**src/rtl/result_tx_interface.sv**
```systemverilog
// rtl/result_tx_interface.sv - hands each ALU result to tx_module and waits for the frame to finish
module result_tx_interface #(
    parameter int DBIT    = 8,
    parameter int CNT_W   = 17,
    parameter int TIMEOUT = 100000
) (
    input  logic            clk,
    input  logic            reset,
    input  logic            rx_empty,
    input  logic [DBIT-1:0] result,
    input  logic            tx_done_tick,
    output logic [DBIT-1:0] d_in,
    output logic            tx_start,
    output logic            rd,
    output logic            busy,
    output logic            tx_err
);

    typedef enum logic [1:0] {
        IDLE  = 2'd0,
        START = 2'd1,
        WAIT  = 2'd2
    } state_t;

    localparam logic [CNT_W-1:0] CNT_LAST = CNT_W'(TIMEOUT - 1);

    state_t           state;
    logic [CNT_W-1:0] cnt;

    always_ff @(posedge clk) begin
        if (!reset) begin
            state    <= IDLE;
            cnt      <= '0;
            d_in     <= '0;
            tx_start <= 1'b0;
            rd       <= 1'b0;
            busy     <= 1'b0;
            tx_err   <= 1'b0;
        end else begin
            // rd, tx_start and tx_err are single-cycle pulses unless re-asserted below
            rd       <= 1'b0;
            tx_start <= 1'b0;
            tx_err   <= 1'b0;
            case (state)
                IDLE: begin
                    cnt  <= '0;
                    busy <= 1'b0;
                    if (!rx_empty) begin
                        d_in  <= result;
                        rd    <= 1'b1;
                        busy  <= 1'b1;
                        state <= START;
                    end
                end
                START: begin
                    cnt      <= '0;
                    tx_start <= 1'b1;
                    state    <= WAIT;
                end
                WAIT: begin
                    // a done tick on the final watchdog cycle still counts as a clean finish
                    if (tx_done_tick) begin
                        cnt   <= '0;
                        busy  <= 1'b0;
                        state <= IDLE;
                    end else if (cnt == CNT_LAST) begin
                        cnt    <= '0;
                        busy   <= 1'b0;
                        tx_err <= 1'b1;
                        state  <= IDLE;
                    end else begin
                        cnt <= cnt + CNT_W'(1);
                    end
                end
                default: begin
                    cnt   <= '0;
                    busy  <= 1'b0;
                    state <= IDLE;
                end
            endcase
        end
    end

endmodule

```
**config.mk**
```make
export PLATFORM = sky130hd
export DESIGN_NAME = result_tx_interface
export DESIGN_NICKNAME = d
export VERILOG_FILES = /design/src/rtl/result_tx_interface.sv
export SDC_FILE = /design/constraint.sdc
export NUM_CORES = 1
export LEC_CHECK = 0
export ABC_AREA = 1
export BUFFER_PORTS_ARGS = -buffer_cell sky130_fd_sc_hd__buf_4
export CAP_MARGIN = 5
export CORE_UTILIZATION = 35
export DETAILED_ROUTE_END_ITERATION = 16
export PLACE_DENSITY = 0.62
export SLEW_MARGIN = 20
export SYNTH_ARGS = -nofsm -noshare
export SYNTH_HDL_FRONTEND = slang
export SYNTH_SLANG_ARGS = --single-unit
```
**constraint.sdc**
```tcl
create_clock -name clk -period 2.72 [get_ports clk]
set_input_delay 0.544 -clock clk [delete_from_list [all_inputs] [get_ports clk]]
set_output_delay 0.544 -clock clk [all_outputs]
set_load 0.03 [all_outputs]
```
==> results.md <==
* CTS Hold Bufs at 0
* RSZ-0062 raised after global routing: false
* Post-DP HPWL at 1974 um
* Core Footprint at 3716 um2
* Number of buffers added on ports at 23
* Category of the critical setup timing path: flop to flop
* R2R setup slack at 1.11 ns
* Number of nets in the synthesized netlist at 198
* Number of nets still failing antenna checks after routing at 0
* Fraction of synthesized cell area taken by the top area cell type at 0.4534
* Setup repair bufs after CTS at 0
* Setup crit end kind: flop
* Final weighted congestion in routability-driven placement at 0.8052
* Cell type contributing the most total cell area after synthesis: dfxtp_1
* Total global routing overflow at 0
* First-pass iteration count of the detailed router at 4
* Layout cells sized above 1 at 0.2279
* GRT Util Overall at 0.1464
* WP data required at 2.90 ns
* Upper clock frequency limit at 622.5 MHz
* Clock tree from TritonCTS: built
* Global-route wire length before repair at 4678 um
* Vias per inst at 4.498
* Overall die area at 4165 um2
* Pleak at 0.6828 nW
* Effective utilization at floorplan at 0.3684
* Cells on Worst Hold Path at 2
* Number of synthesized flops with an enable pin at 0
* Boundary pin count at 24
* Max-slew violations at 0
* Arrival time reported for the critical path endpoint at 1.79 ns
* Sequential-to-total area share from yosys stat at 0.4534
* Area grow syn2layout at 22.40%
* Sum Neg Setup Slack at 0 ns
* Fillers at 384
* Fin worst setup slack at 1.114 ns
* Most area-consuming cells after synthesis: dfxtp_1 45%, nor2_1 10%, nand2_1 8.8%
* Worst R2R Path Depth at 8
* Unique masters post-synth at 23
* Transition time at the pin with the least slew margin at 0.3568 ns
* Post-DR wirelength/cell at 9.612 um
* Number of buffers created by CTS at 5
* Final min period at 1.606 ns
* Initial antenna violation count at 0
* Tightest Hold Check Type: flop to flop
* Warning count from the yosys run at 0
* Startpoint types: flop
* Number of vias after detailed routing at 1183
* Mean post-synth cell area at 7.399 um2
* Syn Inst Count at 185
* Clock-pin slew reported for the worst setup and hold paths after clock tree synthesis at 0.06 ns
* Most frequent standard cell in the layout excluding fill and tap cells: nor2_1
* Run status: completed
* Power Density at 548.3 nW/um2
* Share of flip-flops with an asynchronous set or reset after synthesis at 0
* Max Buffers Root-to-Sink at 2
* Sink Count at 31
* Post-Synthesis Cell Area at 1369 um2
* Clock skew at 0.005443 ns
* #FFs+latches synth at 31
* Via count of the first global-routing pass at 1086
* Largest net degree at the start of global routing at 17
* Overall power at 0.9185 mW
* Iter 0 DRT Violations at 74
* Leading cell types in the layout, fill and taps excluded: 38 x nor2_1, 32 x nand2_1, 31 x dfxtp_1
* Later-pin clock latency in the skew report at 0.28 ns
* Post-Place Setup Slack at 1.127 ns
* Main flop type after synthesis: dfxtp_1
* Aggregate routed wire length at 2528 um
* Number of setup violations in the final report at 0
* Post-cts gate resize count at 0
* Final Hold Fails at 0
* Final worst-path cycle share at 0.5906
* Largest vdd supply drop at 0.0003300 V
* # DRC at 0
* CTS root buf: clkbuf_8
* Final instance area at 1675 um2
* Number of nets at the end of the flow at 227
* Die W at 64.54 um
* Count of standard-cell rows at 22
* CP Max Fanout at 16
* Cell area reported after detailed placement at 1590 um2
* Count of max-cap constraint violations at 0
* Die H at 64.54 um
* Count of antenna diodes in the layout at 0
* CTS H-tree lvls at 2
* Relative max-transition margin at 0.7613
==> worst max-delay path: stages (launching register included) <==
cell and delay (ns):
dfxtp_1 0.35, ha_1 0.22, nand3_2 0.13, nor2_1 0.12, nand3_1 0.13, nand2_2 0.31, inv_1 0.12, nand2_1 0.09
inv_1 0.03
==> cells by family after synthesis <==
| group | count (synthesis) | synth area share |
|---|---|---|
| AO/OA/AOI/OAI | 17 | 0.07038 |
| AND/OR/NAND/NOR | 107 | 0.3748 |
| buffers and inverters | 27 | 0.07952 |
| XOR/XNOR | 2 | 0.01280 |
| flip-flops | 31 | 0.4534 |
| adder cells (fa/ha/maj) | 1 | 0.009139 |
==> stage by stage <==
| stage | cells | util | hold slack (ns) |
|---|---|---|---|
| after floorplan | 185 | - | 0.4175 |
| after global placement | 255 | 0.4279 | 0.4336 |
| after detailed placement | 255 | 0.4279 | 0.4381 |
| after CTS | 263 | 0.4508 | 0.4475 |
| after global routing | 263 | 0.4508 | 0.4654 |
| final | 263 | 0.4508 | 0.4475 |
==> synthesized netlist by cell type, types with 3 or more instances <==
cell / count
a21oi_1: 5
a21oi_2: 3
dfxtp_1: 31
inv_1: 23
inv_2: 3
nand2_1: 32
nand2_2: 5
nand3_1: 8
nand4_1: 6
nor2_1: 38
nor3_1: 7
o21ai_0: 8
==> path summary, 6_finish.rpt <==
check / to / from
max: cnt[15] / cnt[0]
min: busy / busy
max reg2reg: cnt[15] / cnt[0]
min reg2reg: busy / busy
==> routing by layer <==
layer / vias up / routed length [um] / track usage
met4: 0 / 26 / 0.04167
met2: 26 / 1074 / 0.2184
met5: - / 0 / 0
met1: 508 / 1279 / 0.1861
li1: 646 / - / -
met3: 3 / 148 / 0.07042
==> where the power goes <==
| group | switching, mW | total (mW) | leakage [nW] | internal, mW |
|---|---|---|---|---|
| combinational | 0.0559 | 0.0918 | 0.389 | 0.0358 |
| clock | 0.172 | 0.350 | 0.0412 | 0.178 |
| sequential | 0.00716 | 0.477 | 0.252 | 0.470 |
==> area by class of cell <==
cell class / instances / area, um2 / area share
well taps: 48 / 60.06 / 0.03585
clock buffers: 6 / 72.57 / 0.04332
multi-input cells: 127 / 639.4 / 0.3816
inverters: 26 / 97.59 / 0.05825
repair buffers: 23 / 172.7 / 0.1031
flip-flops and latches: 31 / 620.6 / 0.3704
clock inverters: 2 / 12.51 / 0.007468
==> state kept, by name, summed over array words and instances (netlist names) <==
signal,flops
cnt,17
d_in,8
state,2
busy,1
rd,1
tx_err,1
tx_start,1
No activity file was read; power rests on OpenSTA's default activity.
